`src/rtl/iir_sample_feeder.sv`:
```
// Feeds a biquad IIR core one sample at a time from a small input FIFO and
// captures its result into a ready/valid output register, with a stall timeout.
module iir_sample_feeder #(
  parameter int DW      = 18,
  parameter int DEPTH   = 8,
  parameter int AW      = 3,
  parameter int TIMEOUT = 15
) (
  input  logic          clk,
  input  logic          rst,
  input  logic [DW-1:0] s_data,
  input  logic          s_valid,
  output logic          s_ready,
  output logic [DW-1:0] iir_din,
  output logic          iir_din_valid,
  input  logic [DW-1:0] iir_dout,
  input  logic          iir_dout_valid,
  output logic [DW-1:0] m_data,
  output logic          m_valid,
  input  logic          m_ready,
  output logic [AW:0]   level,
  output logic          err
);

  localparam int TCW = $clog2(TIMEOUT + 1);
  localparam logic [AW:0]    FULL_LEVEL = (AW + 1)'(DEPTH);
  localparam logic [TCW-1:0] TC_LIMIT   = TCW'(TIMEOUT);

  typedef enum logic [1:0] {IDLE, ISSUE, WAIT} state_t;

  state_t        state;
  logic [DW-1:0] mem [DEPTH];
  logic [AW-1:0] wr_ptr;
  logic [AW-1:0] rd_ptr;
  logic [AW:0]   count;
  logic [TCW-1:0] tc;
  logic          push;
  logic          pop;

  assign s_ready       = (count != FULL_LEVEL);
  assign push          = s_valid && s_ready;
  // A new sample is only issued once the previous result has been taken.
  assign pop           = (state == IDLE) && (count != '0) && !m_valid;
  assign level         = count;
  assign iir_din_valid = (state == ISSUE);

  always_ff @(posedge clk) begin
    if (push) begin
      mem[wr_ptr] <= s_data;
    end
  end

  always_ff @(posedge clk) begin
    if (rst) begin
      wr_ptr <= '0;
      rd_ptr <= '0;
      count  <= '0;
    end else begin
      if (push) begin
        wr_ptr <= wr_ptr + 1'b1;
      end
      if (pop) begin
        rd_ptr <= rd_ptr + 1'b1;
      end
      case ({push, pop})
        2'b10:   count <= count + 1'b1;
        2'b01:   count <= count - 1'b1;
        default: count <= count;
      endcase
    end
  end

  // Any dout_valid outside WAIT means the filter and this feeder disagree.
  always_ff @(posedge clk) begin
    if (rst) begin
      state   <= IDLE;
      iir_din <= '0;
      m_data  <= '0;
      m_valid <= 1'b0;
      err     <= 1'b0;
      tc      <= '0;
    end else begin
      if (m_valid && m_ready) begin
        m_valid <= 1'b0;
      end
      case (state)
        IDLE: begin
          if (iir_dout_valid) begin
            err <= 1'b1;
          end
          if (pop) begin
            iir_din <= mem[rd_ptr];
            state   <= ISSUE;
          end
        end
        ISSUE: begin
          if (iir_dout_valid) begin
            err <= 1'b1;
          end
          tc    <= TCW'(1);
          state <= WAIT;
        end
        WAIT: begin
          if (iir_dout_valid) begin
            m_data  <= iir_dout;
            m_valid <= 1'b1;
            state   <= IDLE;
          end else if (tc == TC_LIMIT) begin
            err   <= 1'b1;
            state <= IDLE;
          end else begin
            tc <= tc + 1'b1;
          end
        end
        default: state <= IDLE;
      endcase
    end
  end

endmodule

```
`config.mk`:
```
export PLATFORM = sky130hd
export DESIGN_NAME = iir_sample_feeder
export DESIGN_NICKNAME = d
export VERILOG_FILES = /design/src/rtl/iir_sample_feeder.sv
export SDC_FILE = /design/constraint.sdc
export NUM_CORES = 1
export LEC_CHECK = 0
export ABC_AREA = 0
export ABC_CLOCK_PERIOD_IN_PS = 4100
export BUFFER_PORTS_ARGS = -buffer_cell sky130_fd_sc_hd__buf_2
export CAP_MARGIN = 5
export CORE_AREA = 10 10 190 157
export DETAILED_ROUTE_END_ITERATION = 8
export DIE_AREA = 0 0 200 167
export RECOVER_POWER = 50
export SYNTH_ARGS = -nofsm -noshare
export SYNTH_HDL_FRONTEND = slang
export SYNTH_SLANG_ARGS = --single-unit
```
`constraint.sdc`:
```
create_clock -name clk -period 4.1 [get_ports clk]
set_clock_uncertainty 0.15 [all_clocks]
set_input_delay 0.82 -clock clk [delete_from_list [all_inputs] [get_ports clk]]
set_output_delay 0.82 -clock clk [all_outputs]
set_load 0.01 [all_outputs]
```
======== Word level (Yosys, flattened, before mapping) ========
Memory sizes are Yosys's and may differ from the RTL's. A register that Yosys moved wholly into a read port is not among the register bits.
Index checks and enable logic that the tools add are counted.
cells by class
  $lt $le $gt $ge ......................... 0
  shift-type cells ........................ 0
  equal/unequal tests ..................... 12
  $mul .................................... 0
  reductions and logical operators ........ 16
  mux-type cells .......................... 17
  bitwise logic cells ..................... 0
  add/sub/neg operators ................... 5
  divide/modulo/power cells ............... 0
operators by type and width
  cell                                                                     count
  4-bit one-hot mux with 2 select lines                                    2
  4-bit by 1-bit adder with 4-bit output, second input constant            2
  1-bit two-way mux                                                        8
  4-bit two-way mux                                                        2
  2-bit inequality test, second input constant                             4
  3-bit by 1-bit adder with 3-bit output, second input constant            2
  2-bit two-way mux                                                        3
  2-bit one-hot mux with 3 select lines                                    1
  2-bit AND reduction                                                      3
  2-bit nonzero test                                                       3
  2-bit by 1-bit equality test with 1-bit output, second input constant    2
  2-bit equality test, second input constant                               2
  4-bit equality test, second input constant                               1
  1-bit logical AND                                                        4
  4-bit inequality test, second input constant                             1
  4-bit AND reduction                                                      1
  4-bit nonzero test                                                       1
  4-bit by 1-bit subtractor with 4-bit output, second input constant       1
  3-bit inequality test, second input constant                             1
  3-bit AND reduction                                                      1
  2-bit zero test                                                          1
  2-bit by 1-bit inequality test with 1-bit output, second input constant  1
  1-bit one-hot mux with 2 select lines                                    1
  2-bit OR reduction                                                       1
  1-bit zero test                                                          1
storage, ports and cells
  register bits after elaboration ......... 36
  memories ................................ 1
  output and inout port bits .............. 44
  latch bits .............................. 0
  memory bits (read-only) ................. 0
  logic and storage cells ................. 59
  bits in writable memories ............... 144
memory list
  name  depth  width  rd ports  clocked after memory_dff  write ports  RTL line  text
  mem   8      18     1         1                         1            32        logic [DW-1:0] mem [DEPTH];

======== Longest topological paths before layout ========
Gate-level depths: netlist of run 1.
  word-level depth ........................ 5
  mapped depth ............................ 12

======== Least setup slack after synthesis of run 1 ========
Ideal clock, no wire load.
  kind .................................... register -> register
  from .................................... register count[1] (netlist: level[1])
  to ...................................... memory mem[0][0], enable pin
  data required time ...................... 3.534 ns
  library setup time ...................... 0.416 ns
  stages on the path, launching flop included .. 6
  arrival ................................. 2.590 ns
  setup slack ............................. 0.945 ns
  cell sequence ........................... dfxtp_1 or4b_1 clkbuf_1 nand2_1 or2_2 nor3_1
between the ends
  word-level cells in the longest chain between the ends .. 4
RTL lines
  what                                     RTL line  text
  from (decl)                              35        logic [AW:0] count;
  from (signal assigned)                   66        2'b10: count <= count + 1'b1;
  from (signal assigned)                   67        2'b01: count <= count - 1'b1;
  from (signal assigned)                   68        default: count <= count;
  4-bit inequality test                    40        assign s_ready = (count != FULL_LEVEL);
  net s_ready                              13        output logic s_ready,
  1-bit logical AND                        41        assign push = s_valid && s_ready;
  1-bit two-way mux                        48        if (push) begin
  1-bit two-way mux (not written as such)  49        mem[wr_ptr] <= s_data;
  to (decl)                                32
The timed path passes the listed nets, and every way through them passes these cells.

======== Final worst setup path of run 1 ========
  from .................................... input rst
  to ...................................... register tc[3]
RTL lines
  what                  RTL line  text
  from (decl)           10        input logic rst,
  to (signal assigned)  112       tc <= tc + 1'b1;
  to (decl)             36        logic [TCW-1:0] tc;
No word-level cell between the ends.

==> impl_metrics.yaml, run 1 <==
die:
  die_area_um2: 33400
  die_w_um: 200
  core_um2: 25930
  pin_count: 85
  fp.dieH_um: 167
  placementRows: 53
  start_util_pct: 29.58
detailed_routing:
  ant_nets: 0
  routedWlPerCell_um: 18.51
  wl_met1_um: 7582
  avgViaCountPerCell: 4.537
  dr.first_iter.drc_count: 254
  routed-wl-met3_um: 1269
  drc: 0
  dr.pass1.iters: 4
  wl_met2_um: 7985
  num_vias: 4156
  drt-total-wl_um: 16950
  highest-signal-layer: "met4"
worst_setup_path:
  cp.required_ns: 4.20
  cp-end-kind: "flip-flop"
  worstPathArrival_ns: 3.32
  path_max_fanout: 37
  path_class: "in -> reg"
  start_kind: "input pin"
synth:
  ys_seq_area_share_pct: 70.48
  synthSimpleGateAreaFrac_pct: 10.74
  synth_top_family_by_area: "multiplexers"
  synth_top_flop_cell: "edfxtp_1"
  synth.distinct_cells: 44
  synthMuxAreaShare_pct: 11.13
  synth_seq_cells: 198
  synth_cells: 454
  synth_compound_area_share_pct: 3.557
  syn_area_um2: 7669
  synthXorXnorAreaFrac_pct: 0.9137
  ys.warnings.count: 0
  async_reset_ff_share_pct: 0
  postSynthNetCount: 501
  synth-edff-count: 144
  synthAdderAreaFrac_pct: 0.9790
  avgSynthCellArea_um2: 16.89
timing:
  rsz0062_at_grt: "false"
  fin_crit_sh_pct: 78.45
  tns_ns: 0
  setup_viol: 0
  hold_viol: 0
  worst_slew_pin_slew_ns: 2.459
  layout_min_cycle_time_ns: 3.216
  fmax_ghz: 0.3109
  relSlewSlack_pct: -63.94
  slew_violations: 77
power:
  ir_worst_vdd_mv: 0.3512
  total_power_mw: 5.918
  leakage_nw: 2.871
  powerDensity_nw_per_um2: 658.3
placement:
  dp_hpwl_um: 10660
  gp_congestion: 0.7383
  post-place-cells: 884
  portBuffers: 84
  postPlaceCellArea_um2: 8483
global_routing:
  grt_pass1_vias: 4439
  grt_pass1_wl_um: 26500
  grtUsageTotal_pct: 10.46
  grt_max_degree: 39
  antenna_found_initial: 0
  overflow: 0
clock_network:
  h-tree-depth: 4
  clk_latency_ns: 0.43
  cts_resized: 0
  clockBufferDepth: 2
  clk_pin_slew_ns: 0.07
  cts_tree: "done"
  cts_inserted_buffers: 17
  cts-root-buf: "clkbuf_16"
  cts-hold-fix-buffers: 0
  post_cts_buffers: 0
  cts_sinks: 198
hold_path:
  hold_path_class: "reg -> reg"
finish:
  area_growth_pct: 17.23
  nets: 593
  drive_above_1_share_pct: 27.01
  antenna_cells: 0
  final_area_um2: 8990
  layoutNonFillerInstCount: 916
run:
  cap_violations: 2
outcome:
  failed_checks: "max-capacitance violations, max-slew violations"
  status: "finished with violations"
==> report_power, final <==
| part | internal [mW] | switching, mW | leakage [nW] | total, mW |
|---|---|---|---|---|
| Sequential | 2.36 | 0.196 | 1.75 | 2.56 |
| Combinational | 0.746 | 0.988 | 0.840 | 1.73 |
| Clock | 0.871 | 0.754 | 0.282 | 1.62 |
| Total | 3.98 | 1.94 | 2.87 | 5.92 |
==> cell families after synthesis <==
group	count (synthesis)
adder cells (fa/ha/maj)	6
AO/OA/AOI/OAI	48
XOR/XNOR	8
buffers and inverters	26
multiplexers	40
AND/OR/NAND/NOR	128
flip-flops	198
==> metrics by stage <==
step / hold slack [ns] / utilization (%) / setup slack (ns)
after floorplan: 0.3122 / - / 0.9446
after global placement: 0.2890 / 32.72 / 1.270
after detailed placement: 0.2959 / 32.72 / 1.110
after CTS: 0.3049 / 34.96 / 1.108
after global routing: 0.3267 / 34.67 / 0.5962
final: 0.3060 / 34.67 / 0.8837
==> worst paths after layout <==
kind | slack (ns) | to | startpoint | cells past startpoint
setup / recovery | 0.88 | tc[3] | rst | 3
hold / removal | 0.31 | m_data[7] | m_data[7] | 2
setup reg to reg | 0.91 | iir_din[6] | rd_ptr[1] | 4
hold reg to reg | 0.31 | m_data[7] | m_data[7] | 2
==> layout make-up <==
class | instances | area, um^2
fill | 2499 | 16940
sequential | 198 | 5406
multi-input combinational | 230 | 2105
tap | 357 | 446.7
timing repair buffer | 97 | 442.9
clock buffer | 18 | 439.2
clock inverter | 14 | 142.6
inverter | 2 | 7.507
==> critical path, cell delays in order <==
cell and delay [ns]:
clkbuf_1 1.26, clkbuf_1 1.06, nor3_1 0.16
==> cells in the final DEF, fill, tap and decap left out, drive strengths merged, types with 2 or more instances in the layout <==
cell type / n
clkinv: 6
mux2: 2
nor3b: 2
clkinvlp: 2
ha: 6
a21oi: 26
xor2: 6
nor2: 33
and2: 2
o22ai: 18
clkbuf: 74
mux4: 36
xnor2: 2
nor2b: 3
buf: 41
dfxtp: 54
mux2i: 2
nor3: 25
nand2: 42
inv: 7
nand3: 9
nand2b: 4
edfxtp: 144
==> synth_stat cells (all sizes together), types with 2 or more instances <==
cell	instances	share of area, %
nor2	33	3.4
nand2b	4	0.33
nor3b	2	0.26
inv	2	0.098
nand2	42	2.1
nor3	25	2.4
nand3	9	0.91
xnor2	2	0.23
nor2b	3	0.34
clkbuf	13	0.65
ha	6	0.98
mux2i	2	0.26
edfxtp	144	56
buf	11	1.5
o22ai	18	1.5
mux4	36	11
and2	2	0.20
mux2	2	0.29
dfxtp	54	14
a21oi	26	1.7
xor2	6	0.69
==> flip-flops by register name, summed over array words and instances, names as in the netlist <==
| signal | count |
|---|---|
| err | 1 |
| iir_din | 18 |
| level | 4 |
| m_data | 18 |
| m_valid | 1 |
| mem | 144 |
| rd_ptr | 3 |
| state | 2 |
| tc | 4 |
| wr_ptr | 3 |
==> metal layers <==
layer | vias to the layer above | GRT usage [%]
met5 | - | 0
met4 | 0 | 2.597
met3 | 13 | 3.505
li1 | 1925 | -
met1 | 2102 | 13.33
met2 | 116 | 16.64
Power figures use the tool's default switching activity.
==> run 2: changes to the inputs <==
- ABC_AREA: 0 -> 1
- ABC_CLOCK_PERIOD_IN_PS: 4100 -> 3300
- CORE_AREA: 10 10 190 157 -> 10 10 197 162
- DIE_AREA: 0 0 200 167 -> 0 0 207 172
- clock period: 4.1 -> 3.3 ns (I/O delays scaled with it)
==> run 2 against run 1 <==
  * The run still ends with max-capacitance violations, max-slew violations left
  * Via count grew 36%
  * Clock power grew 22%
  * Die area grew 6.6%
  * Worst hold slack gained 0.0072 ns
  * Wire length grew 13%
  * Sequential power grew 21%
  * First-iteration DRC count grew 20%
  * Non-clock buffer count grew 5
  * Critical endpoint is now m_data[6]
  * Largest cell class unchanged
==> impl_metrics.yaml, run 2 <==
detailed_routing:
  drt-total-wl_um: 19230
  avgViaCountPerCell: 4.340
  ant_nets: 0
  dr.first_iter.drc_count: 306
  routedWlPerCell_um: 14.72
  dr.pass1.iters: 4
  drc: 0
  num_vias: 5672
timing:
  fmax_ghz: 0.3789
  slew_violations: 33
  rsz0062_at_grt: "false"
  fin_crit_sh_pct: 79.98
  layout_min_cycle_time_ns: 2.639
  relSlewSlack_pct: -2.606
  setup_viol: 0
  worst_slew_pin_slew_ns: 1.539
  hold_viol: 0
  tns_ns: 0
finish:
  reg_top3: "mem: 144 flops, iir_din: 18 flops, m_data: 18 flops"
  largest_register_ffs: 144
  area_growth_pct: 15.92
  layoutNonFillerInstCount: 1307
  layout_commonest_cell: "nand2_1"
  drive_above_1_share_pct: 11.10
  antenna_cells: 0
  nets: 971
  largest-register: "mem"
  fillers: 2853
  final_util_pct: 34.20
  final_cell_mix: "nand2_1 (241), edfxtp_1 (144), nand3_1 (136)"
worst_setup_path:
  r2r_setup_slack_ns: 1.08
  rr_endpoint: "level[2]"
  crit_top_cell: "clkbuf_1"
  worstPathArrival_ns: 2.74
  critPathMaxStageDelay_ns: 1.19
  cp-end-kind: "flip-flop"
  start_kind: "input pin"
  cp_cell_sequence: "clkbuf_1 -> clkbuf_1 -> a21oi_1"
  cp_slowest_cell: "clkbuf_1"
  path_class: "in -> reg"
  cp.required_ns: 3.40
  path_max_fanout: 32
  critPathBufInv: 2
  r2r_cells: 12
  critical_path.top_delay_family: "buffers and inverters"
  reg2reg_from: "level[1]"
hold_path:
  min_path_cells: 2
  hold_start: "iir_din[9]"
  whs_endpoint: "iir_din[9]"
  hold_path_class: "reg -> reg"
die:
  placementRows: 55
  pin_count: 85
  die_w_um: 207
  fp.dieH_um: 172
  core_um2: 27940
  die_area_um2: 35600
  start_util_pct: 29.50
synth:
  synth_area_leaders: "edfxtp_1 (52%), dfxtp_1 (13%), nand2_1 (11%), nand3_1 (8.3%), inv_1 (5.8%)"
  synth-edff-count: 144
  synth_cells: 842
  synth.most_common_cell: "nand2_1"
  synth_top_area_share_pct: 52.46
  syn_area_um2: 8243
  async_reset_ff_share_pct: 0
  synth_commonest_cells: "nand2_1 (240), edfxtp_1 (144), nand3_1 (136)"
  yosysTopAreaCell: "edfxtp_1"
  ys_seq_area_share_pct: 65.57
  postSynthNetCount: 889
  synth.distinct_cells: 25
  synth_seq_cells: 198
  synth_top_flop_cell: "edfxtp_1"
  ys.warnings.count: 0
  avgSynthCellArea_um2: 9.790
global_routing:
  grtUsageTotal_pct: 10.67
  grt_pass1_wl_um: 29820
  antenna_found_initial: 1
  grt_pass1_vias: 5435
  grt_max_degree: 76
  overflow: 0
clock_network:
  clockBufferDepth: 2
  post_cts_buffers: 0
  cts-root-buf: "clkbuf_16"
  cts-hold-fix-buffers: 0
  cts_tree: "done"
  clk_pin_slew_ns: 0.07
  cts_resized: 0
  cts_sinks: 198
  clk_latency_ns: 0.43
  h-tree-depth: 4
  cts_inserted_buffers: 17
outcome:
  failed_checks: "max-capacitance violations, max-slew violations"
  status: "finished with violations"
placement:
  gp_congestion: 0.7770
  dp_hpwl_um: 11660
  post-place-cells: 1275
  portBuffers: 84
power:
  leakage_nw: 3.947
  powerDensity_nw_per_um2: 750.5
  total_power_mw: 7.171
  ir_worst_vdd_mv: 0.4078
run:
  cap_violations: 1
run 2: layer usage:
metal  track usage [%]  up-vias  part of all wire [%]
met2             17.32      146                    45
met4             3.643        2                   1.3
met3             2.722       20                   5.3
li1                  -     2892                     -
met5                 0        -                 0.062
met1             13.62     2612                    49
run 2: worst max path at each step:
stage,from,endpoint,depth (start not counted),slack (ns)
final,rst,m_data[6],3,0.66
after detailed placement,s_valid,level[2],11,1.12
after global routing,rst,state[1],3,0.49
after floorplan,level[1],mem[0][0],6,1.01
after CTS,level[1],level[2],12,1.20
after global placement,s_valid,level[2],11,1.13
run 2: report_power, final:
group          leakage, nW  internal [mW]  switching [mW]
sequential            1.75           2.95           0.145
clock                0.266           1.05           0.925
combinational         1.93          0.658            1.44
total                 3.95           4.66            2.51
run 2: layout make-up:
type                    instances  area [um^2]  area share (%)
flip-flops and latches        198         5406           56.58
repair buffers                102        503.0           5.264
clock buffers                  20        436.7           4.570
clock inverters                12        115.1           1.205
inverters                     132        495.5           5.185
well taps                     370        462.9           4.845
multi-input cells             473         2136           22.35
run 2: cell families after synthesis:
group | Yosys count | share of synthesized area [%]
adders and majority gates | 6 | 0.9107
AOI/OAI and AO/OA | 58 | 3.689
xor gates and xnor gates | 4 | 0.4251
buffers and inverters | 171 | 8.698
and+or+nand+nor | 405 | 20.70
DFF | 198 | 65.57
run 2: worst register-to-register path, delay by kind of cell (launching register included):
kind,cells,cell delay (ns)
adder cells (fa/ha/maj),2,0.43
AO/OA/AOI/OAI,2,0.29
XOR/XNOR,1,0.09
flip-flops,1,0.36
buffers and inverters,2,0.12
AND/OR/NAND/NOR,5,0.70
run 2: through the flow:
step	instance area, um^2	setup WS [ns]	hold WS [ns]
global placement	9061	1.127	0.2955
finish	9555	0.6608	0.3132
global route	9555	0.4868	0.3260
CTS	9613	1.205	0.3106
floorplan	8243	1.007	0.3064
detailed placement	9061	1.116	0.2998
==> run 3: changes to the inputs <==
- ABC_AREA: 1 -> 0
- ABC_CLOCK_PERIOD_IN_PS: 3300 -> 2550
- CORE_AREA: 10 10 197 162 -> 10 10 190 157
- DIE_AREA: 0 0 207 172 -> 0 0 200 167
- clock period: 3.3 -> 2.55 ns (I/O delays scaled with it)
==> run 3 against run 2 <==
  * The flow finishes with violations (negative setup slack)
  * Combinational power rose by 64%
  * Wire length fell by 13%
  * Clock-buffer cell count fell by 3
  * Sequential power rose by 31%
  * Worst hold slack got worse by 0.14 ns
  * Global-route usage fell by 0.61 points
  * Sequential cell count did not move
  * Sequential share of layout area rose by 0.97 points
==> impl_metrics.yaml, run 3 (synthesized netlist as in run 1, its figures left out) <==
outcome:
  status: "finished with violations"
  failed_checks: "negative setup slack"
worst_setup_path:
  cp-end-kind: "flip-flop"
  reg2reg_from: "level[3]"
  path_max_fanout: 4
  r2r_cells: 10
  path_class: "reg -> reg"
  start_kind: "flip-flop"
  rr_endpoint: "level[2]"
  endpoint: "level[2]"
  r2r_setup_slack_ns: -0.07
  cp.required_ns: 2.75
  crit_start: "level[3]"
  worstPathArrival_ns: 2.82
finish:
  largest_register_ffs: 144
  reg_top3: "mem: 144 flops, iir_din: 18 flops, m_data: 18 flops"
  largest-register: "mem"
  final_cell_mix: "edfxtp_1 (144), dfxtp_1 (50), buf_2 (45)"
  nets: 612
  antenna_cells: 0
  area_growth_pct: 22.65
  final_area_um2: 9405
  layout_commonest_cell: "edfxtp_1"
  drive_above_1_share_pct: 35.81
detailed_routing:
  ant_nets: 0
  num_vias: 4237
  dr.first_iter.drc_count: 250
  drt-total-wl_um: 16750
  drc: 0
  dr.pass1.iters: 4
  avgViaCountPerCell: 4.532
  routedWlPerCell_um: 17.92
placement:
  pre_cts_ws_ns: -0.1268
  postPlaceCellArea_um2: 8687
  dp_hpwl_um: 10560
  portBuffers: 84
  gp_congestion: 0.7850
global_routing:
  antenna_found_initial: 1
  overflow: 0
  grt_pass1_wl_um: 25790
  grt_max_degree: 39
  grtUsageTotal_pct: 10.06
  grt_pass1_vias: 4468
die:
  core_um2: 25930
  fp.dieH_um: 167
  start_util_pct: 29.58
  placementRows: 53
  die_area_um2: 33400
  die_w_um: 200
  pin_count: 85
clock_network:
  clk_pin_slew_ns: 0.07
  clockBufferDepth: 2
  cts-root-buf: "clkbuf_16"
  cts_inserted_buffers: 17
  clk_latency_ns: 0.43
  h-tree-depth: 4
  cts_sinks: 198
  cts_tree: "done"
timing:
  worst_slew_pin_slew_ns: 0.7078
  tns_ns: -0.07095
  rsz0062_at_grt: "true"
  hold_viol: 0
  slew_violations: 0
  fmax_ghz: 0.3815
  layout_min_cycle_time_ns: 2.621
  relSlewSlack_pct: 52.67
  setup_viol: 1
  hold-worst-slack_ns: 0.1687
  finalWorstSetupSlack_ns: -0.07095
  fin_crit_sh_pct: 102.8
hold_path:
  hold_start: "iir_dout[7]"
  hold_path_class: "in -> reg"
power:
  ir_worst_vdd_mv: 0.8210
  powerDensity_nw_per_um2: 1088
  leakage_nw: 3.072
run:
  cap_violations: 0
==> run 3: changes by cell type in the layout (fill, tap and decap cells not counted), sizes merged, moves of 3 or more <==
cell	previous run	this run
nand2	242	42
a21oi	50	26
nand2b	0	4
nand3	136	9
xor2	1	6
clkbuf	60	56
o21ai	7	1
buf	62	77
nor3	0	25
o22ai	0	18
nor2	25	33
mux4	0	36
nor2b	0	3
inv	136	6
==> run 3: per-layer routing <==
metal,GRT usage [%],vias up,routed length (um)
met5,0,-,12
met4,2.794,2,181
met3,2.981,21,1165
met2,16.29,124,8044
met1,12.71,2129,7349
li1,-,1961,-
==> run 3: worst min-delay path by stage <==
stage            endpoint  slack (ns)  cells past startpoint
2_1_floorplan   wr_ptr[0]        0.31                      2
3_3_place_gp    m_data[7]        0.29                      2
3_5_place_dp   m_data[13]        0.30                      2
4_1_cts         m_data[7]        0.15                      3
5_1_grt        m_data[10]        0.17                      3
6_report        m_data[7]        0.17                      3
==> run 3: area by class of cell <==
cell class,instances,area [um^2]
Fill cell,2481,16520
Timing Repair Buffer,116,694.4
Inverter,2,7.507
Clock buffer,17,425.4
Clock inverter,15,192.7
Tap cell,357,446.7
Multi-Input combinational cell,230,2226
Sequential cell,198,5413
==> run 3: worst max-delay path: stages (launching register included) <==
cell and delay, ns:
dfxtp_2 0.33, buf_6 0.11, or4_4 0.47, and2_4 0.18, ha_4 0.18, xor2_2 0.17, ha_2 0.22, a21oi_2 0.05
xor2_2 0.18, or3_4 0.37, a21oi_2 0.14
==> run 3: repair_timing <==
action | 4_1_cts | 5_1_grt
gates resized for setup | 5 | 10
pin swaps | 1 | 9
hold buffers | 0 | 0
buffers inserted | 0 | 8
endpoints found under the setup margin | 2 | 2
==> run 3: stage by stage <==
| stage | util (%) | instances | total power [mW] |
|---|---|---|---|
| CTS | 35.98 | 927 | 10.10 |
| global route | 36.27 | 935 | 10.76 |
| global placement | 33.50 | 895 | 7.147 |
| floorplan | - | 454 | 6.500 |
| detailed placement | 33.50 | 895 | 7.288 |
| finish | 36.27 | 935 | 10.23 |
==> run 3: where the power goes <==
part	internal [mW]	switching [mW]
clock network	1.49	1.27
logic	1.59	1.84
registers	3.80	0.234
